===== config.mk =====
export PLATFORM = sky130hd
export DESIGN_NAME = sw_debounce_flat
export DESIGN_NICKNAME = d
export VERILOG_FILES = /design/src/rtl/sw_debounce_if.sv /design/src/rtl/sw_debounce.sv /design/src/flat_wrapper.sv
export SDC_FILE = /design/constraint.sdc
export NUM_CORES = 1
export LEC_CHECK = 0
export ABC_CLOCK_PERIOD_IN_PS = 2200
export BUFFER_PORTS_ARGS = -buffer_cell sky130_fd_sc_hd__buf_2
export CAP_MARGIN = 20
export CORE_MARGIN = 2
export CORE_UTILIZATION = 50
export CTS_CLUSTER_DIAMETER = 100
export DETAILED_ROUTE_END_ITERATION = 16
export GPL_ROUTABILITY_DRIVEN = 0
export PLACE_DENSITY_LB_ADDON = 0.08
export SYNTH_ARGS = -nofsm -noshare
export SYNTH_HDL_FRONTEND = slang
export SYNTH_SLANG_ARGS = --single-unit

===== constraint.sdc =====
create_clock -name CLK100MHZ -period 2.2 [get_ports CLK100MHZ]
set_input_delay 0.22 -clock CLK100MHZ [delete_from_list [all_inputs] [get_ports CLK100MHZ]]
set_output_delay 0.22 -clock CLK100MHZ [all_outputs]
set_load 0.1 [all_outputs]

===== src/rtl/sw_debounce_if.sv =====
// Switch bus between the raw slide-switch source and the debounced consumer.
interface sw_debounce_if #(
  parameter int unsigned WIDTH = 16
);
  logic [WIDTH-1:0] SW;
  logic [WIDTH-1:0] SW_DB;
  logic [WIDTH-1:0] CHG;
  logic             ANY_CHG;

  modport master (output SW, input SW_DB, CHG, ANY_CHG);
  modport slave  (input SW, output SW_DB, CHG, ANY_CHG);
endinterface


===== src/rtl/sw_debounce.sv =====
// Per-bit two-flop synchronizer and stability-count debouncer for the slide switches,
// with one-cycle change pulses on every debounced update.
module sw_debounce #(
  parameter int unsigned WIDTH         = 16,
  parameter int unsigned STABLE_CYCLES = 1_000_000,
  parameter int unsigned CNT_W         = $clog2(STABLE_CYCLES)
) (
  input  logic         CLK100MHZ,
  input  logic         RST,
  sw_debounce_if.slave sw_bus
);

  localparam logic [CNT_W-1:0] CNT_MAX = CNT_W'(STABLE_CYCLES - 1);

  logic [WIDTH-1:0] s1;
  logic [WIDTH-1:0] s2;
  logic [WIDTH-1:0] sw_db;
  logic [WIDTH-1:0] chg;
  logic             any_chg;
  logic [CNT_W-1:0] cnt [WIDTH];

  logic [WIDTH-1:0] diff_c;
  logic [WIDTH-1:0] upd_c;

  // A bit updates once its synchronized level has differed for the full count.
  always_comb begin
    diff_c = s2 ^ sw_db;
    upd_c  = '0;
    for (int i = 0; i < WIDTH; i++) begin
      upd_c[i] = diff_c[i] && (cnt[i] == CNT_MAX);
    end
  end

  always_ff @(posedge CLK100MHZ) begin
    if (RST) begin
      s1      <= '0;
      s2      <= '0;
      sw_db   <= '0;
      chg     <= '0;
      any_chg <= 1'b0;
      for (int i = 0; i < WIDTH; i++) begin
        cnt[i] <= '0;
      end
    end else begin
      s1      <= sw_bus.SW;
      s2      <= s1;
      sw_db   <= sw_db ^ upd_c;
      chg     <= upd_c;
      any_chg <= |upd_c;
      // Any cycle of agreement restarts the count; clearing on update keeps it from wrapping.
      for (int i = 0; i < WIDTH; i++) begin
        if (!diff_c[i] || upd_c[i]) begin
          cnt[i] <= '0;
        end else begin
          cnt[i] <= cnt[i] + CNT_W'(1);
        end
      end
    end
  end

  assign sw_bus.SW_DB   = sw_db;
  assign sw_bus.CHG     = chg;
  assign sw_bus.ANY_CHG = any_chg;

endmodule


===== src/flat_wrapper.sv =====
// flat-port wrapper written by rule: the top's interface ports become plain ports
module sw_debounce_flat 
#(
  parameter int unsigned WIDTH         = 16,
  parameter int unsigned STABLE_CYCLES = 1_000_000,
  parameter int unsigned CNT_W         = $clog2(STABLE_CYCLES)
)
  (CLK100MHZ, RST, sw_bus_SW, sw_bus_SW_DB, sw_bus_CHG, sw_bus_ANY_CHG);
  sw_debounce_if #(.WIDTH(WIDTH)) sw_bus_i ();
  input  logic CLK100MHZ;
  input  logic RST;
  input wire logic [$bits(sw_bus_i.SW)-1:0] sw_bus_SW;
  output wire logic [$bits(sw_bus_i.SW_DB)-1:0] sw_bus_SW_DB;
  output wire logic [$bits(sw_bus_i.CHG)-1:0] sw_bus_CHG;
  output wire logic [$bits(sw_bus_i.ANY_CHG)-1:0] sw_bus_ANY_CHG;
  assign sw_bus_i.SW = sw_bus_SW;
  assign sw_bus_SW_DB = sw_bus_i.SW_DB;
  assign sw_bus_CHG = sw_bus_i.CHG;
  assign sw_bus_ANY_CHG = sw_bus_i.ANY_CHG;
  sw_debounce #(.WIDTH(WIDTH), .STABLE_CYCLES(STABLE_CYCLES), .CNT_W(CNT_W)) u_core (.CLK100MHZ(CLK100MHZ), .RST(RST), .sw_bus(sw_bus_i));
endmodule

== Yosys cells after proc, flatten, opt, wreduce, memory -nomap -nowiden ==
Memory sizes are Yosys's and may differ from the RTL's.
Index checks and enable logic that the tools add are counted.

* Order comparisons: 0
* Equal/unequal tests: 16
* Add/subtract/negate cells: 16
* Muxes and demuxes: 130
* Reduce and logical (&&, ||, !) cells: 49
* Bitwise logic cells: 34
* Div/mod/pow operators: 0
* Shifts and indexed selects: 0
* Multipliers: 0

{| class="wikitable"
|+ Operators with widths
! kind !! number
|-
| 2-to-1 mux 20 bit || 32
|-
| adder 20 x 1 -> 20 bit, second input constant || 16
|-
| equality test 20 bit, second input constant || 16
|-
| 2-to-1 mux 1 bit || 98
|-
| bitwise OR 1 bit || 32
|-
| XOR 16 bit || 2
|-
| logical AND 1 bit || 16
|-
| zero test 1 bit || 16
|-
| logical OR 1 bit || 16
|-
| OR reduction 16 bit || 1
|}

* Memories: 1
* Input bits: 18
* Bits in read-only memories: 0
* Latch bits: 0
* Register bits: 65
* Memory bits (writable): 320

{| class="wikitable"
|+ Memory list
! memory !! depth !! width !! rd ports !! clocked after memory_dff !! wr ports !! RTL line !! text
|-
| u_core.cnt || 16 || 20 || 16 || 0 || 16 || sw_debounce.sv:20 || <nowiki>logic [CNT_W-1:0] cnt [WIDTH];</nowiki>
|}

== Longest topological paths before layout ==
* Depth in word-level cells: 8
* Depth in mapped cells: 9
* Depth with buffers taken out: 6

== Worst setup path after synthesis ==
Ideal clock, no wire load.

* Kind: register to register
* From: register (tool-made name)
* To: memory u_core.cnt[0][151] (netlist name), data pin
* Setup time: 0.138 ns
* Stages on the path, launching flop included: 7
* Buffers on the path: 2
* Period minus slack after synthesis: 2.125 ns
* Arrival: 1.987 ns
* Slack: 0.075 ns
* Cells stage by stage: dfxtp_1 xor2_1 nand2b_1 or2_2 buf_2 buf_2 nor2_1

{| class="wikitable"
|+ RTL lines
! what !! RTL line
|-
| end: declaration || sw_debounce.sv:20
|}

==> metrics.yaml <==
routing:
  drt_iter0_drc: 667
  vias: 13500
  ant_nets: 0
  wl_per_cell_um: 12.4
  drc: 0
  drt_first_pass_iters: 5
  vias_per_cell: 4.77
  routed_wl_mm: 35.1
sta:
  tightest_slew_ps: 567
  setup_viol: 0
  clock-skew-final_ps: 14.0
  slew-limit-headroom_pct: 61.8
  hold_viol: 0
  setup_ws_ps: 69.1
  drv_slew: 0
  fmax_ghz: 0.469
  rsz0062_at_grt: "yes"
  post-route-period-util_pct: 96.9
  layout_min_cycle_time_ps: 2130
worst_setup_path:
  path_buf_inv: 1
  crit_path_cell_trace: "or3b_2 -> or4_4 -> nor2_4 -> or3_2 -> buf_12 -> nor2_1"
  crit_path_end_kind: "register"
  slowest_delay_ps: 570
  path_class: "register to register"
  slowest_stage: "or4_4"
  path_delay_family: "simple AND/OR/NAND/NOR gates"
  crit_arrival_ps: 2440
  cp_max_fo: 20
  cp.required_ps: 2510
  start_kind: "register"
flow_run:
  max_cap_viol_count: 0
power:
  p_switching_uw: 3520
  p_leak_uw: 0.00852
  power_uw: 16500
  switching_share_pct: 21.4
  p_per_area_mw_per_mm2: 699
  max-vdd-ir-drop_mv: 0.631
  pwr-share-comb_pct: 4.1
  seqPwrFrac_pct: 51.2
  internal_power_uw: 13000
  clock_power_share_pct: 44.7
layout:
  area_delta_synth_final_pct: 22.0
  fillers: 3319
  final_util_pct: 61.4
  antenna_cells: 0
  nNetsFinal: 2316
  layout-drive-gt1-share_pct: 9.76
clock_network:
  clock-sinks: 385
  clock_latency_ps: 560
  cts_buffers: 44
  cts_buffer_depth: 3
  cts_root_buf: "clkbuf_16"
  cts_htree_levels: 2
  cts.clk_slew.worst_paths_ps: 60
  cts_tree: "built"
worst_hold_path:
  hold_path_class: "input pin to register"
placement:
  port_buffers: 50
  post-dp-hpwl_mm: 24.6
  pre_cts_ws_ps: 9.03
synth:
  synthCells: 1826
  syn_area_per_cell_sq_um: 10.6
  synth-edff-count: 320
  syn_area_sq_mm: 0.0194
  synth_ff_type: "edfxtp_1"
  async_reset_ff_share_pct: 0
  ys_seq_area_share_pct: 56.4
  yosysUniqueCellTypes: 50
  ys_seq_elements: 385
  yosysWarnings: 0
floorplanning:
  io_pins: 51
  dieArea_sq_mm: 0.0403
  rows: 72
  core_sq_mm: 0.0385
  start_util_pct: 50.3
  die_x_um: 201
  die_h_um: 201
grt:
  grt_max_degree: 27
  grt_usage_pct: 17.7
  grt_overflow: 0
  grt_pass1_vias: 13100
  grt_pass1_wl_mm: 60.1
  antenna_found_initial: 0
status:
  status: "finished clean"
==> per-stage QoR <==
stage | setup TNS, ps | cells | area (sq um) | hold WS [ps]
6_report | 0 | 2834 | 23600 | 403
5_1_grt | -374 | 2834 | 23600 | 408
4_1_cts | 0 | 2830 | 23500 | 368
3_5_place_dp | 0 | 2732 | 21900 | 425
3_3_place_gp | 0 | 2732 | 21900 | 420
2_1_floorplan | 0 | 2145 | 20600 | 348
==> Yosys cell counts, types with 25 or more instances <==
cell type | n | area, sq um
and3_1 | 33 | 206
and4_1 | 25 | 219
clkbuf_1 | 32 | 120
dfxtp_1 | 65 | 1300
edfxtp_1 | 320 | 9610
inv_1 | 43 | 161
nand2_1 | 113 | 424
nand3_1 | 119 | 596
nand4_1 | 58 | 363
nor2_1 | 391 | 1470
nor2b_1 | 38 | 238
nor3_1 | 71 | 355
nor4_1 | 38 | 238
nor4b_1 | 26 | 228
xnor2_1 | 155 | 1360
xor2_1 | 149 | 1310
==> power by group through the flow <==
stage | clock network, uW | registers [uW] | logic [uW]
2_1_floorplan | 0 | 8530 | 484
3_3_place_gp | 0 | 8590 | 620
3_5_place_dp | 0 | 8600 | 626
4_1_cts | 7630 | 8450 | 657
5_1_grt | 7890 | 8500 | 778
6_report | 7380 | 8450 | 674
==> worst paths after layout <==
check,start,to,slack [ps],cells after the start
worst max-delay path,u_core.cnt[0][135],u_core.cnt[0][130],70,6
worst min register to register,u_core.s1[7],u_core.s2[7],430,1
worst min-delay path,sw_bus_SW[3],u_core.s1[3],400,3
worst max register to register,u_core.cnt[0][135],u_core.cnt[0][130],70,6
==> state kept, by name, summed over array words and instances (netlist names), named ones only <==
register               count
u_core.s2                 16
u_core.cnt               320
u_core.sw_bus.ANY_CHG      1
u_core.s1                 16
u_core.sw_bus.CHG         16
==> worst min-delay path, cell delays in order <==
cell and delay [ps]:
dlygate4sd3_1 510, buf_2 90, nor2b_1 100
==> repair_timing <==
item                                   in CTS  in global routing
buffers inserted                            1                  2
pin swaps                                   1                  1
cloned                                      0                  2
endpoints found under the hold margin      17                  0
setup endpoints to repair                  10                131
gates resized for setup                     0                 18
hold buffers                               17                  0
==> kinds of logic (layout without fill, tap and decap cells) <==
kind of cell | after synthesis | after routing | synth area share, %
flops | 385 | 385 | 56.4
xor+xnor | 304 | 304 | 13.8
mux | 9 | 9 | 0.465
fa+ha+maj | 16 | 16 | 1.03
compound gates | 16 | 16 | 0.472
other cells | 1 | 320 | 0.0194
simple gates | 1001 | 1003 | 25.8
buf+inv | 94 | 263 | 2.08
==> metal layers <==
layer / GRT usage, % / wire [um] / up-vias
met4: 6.03 / 819 / 0
met1: 24.0 / 17000 / 6300
met2: 29.2 / 16200 / 138
met3: 2.61 / 1090 / 58
li1: - / - / 7032
met5: 0 / 0 / -
==> area by class of cell <==
| type | count | area, sq um | area share, % |
|---|---|---|---|
| clock buffers | 61 | 1270 | 5.36 |
| clock inverters | 19 | 209 | 0.885 |
| inverters | 43 | 161 | 0.683 |
| multi-input cells | 1668 | 9340 | 39.6 |
| flip-flops and latches | 385 | 10900 | 46.2 |
| well taps | 518 | 648 | 2.74 |
| repair buffers | 140 | 1080 | 4.59 |
==> cells in the final DEF (no fill, tap or decap), drive strengths merged, types with 10 or more instances in the layout <==
cell type / netlist / layout
clkinv: 0 / 11
nand3: 119 / 119
nor3: 72 / 72
clkbuf: 32 / 61
xnor2: 155 / 155
nor2: 392 / 392
nor4b: 26 / 26
and4: 26 / 26
xor2: 149 / 149
dlygate4sd3: 0 / 17
conb: 1 / 320
nor2b: 38 / 38
and2: 13 / 13
nor4: 39 / 39
or3: 14 / 14
nand2: 116 / 118
and3: 33 / 33
or2: 12 / 12
buf: 19 / 123
edfxtp: 320 / 320
nand2b: 10 / 10
ha: 16 / 16
nand4: 58 / 58
inv: 43 / 45
dfxtp: 65 / 65
Power figures use the tool's default switching activity.
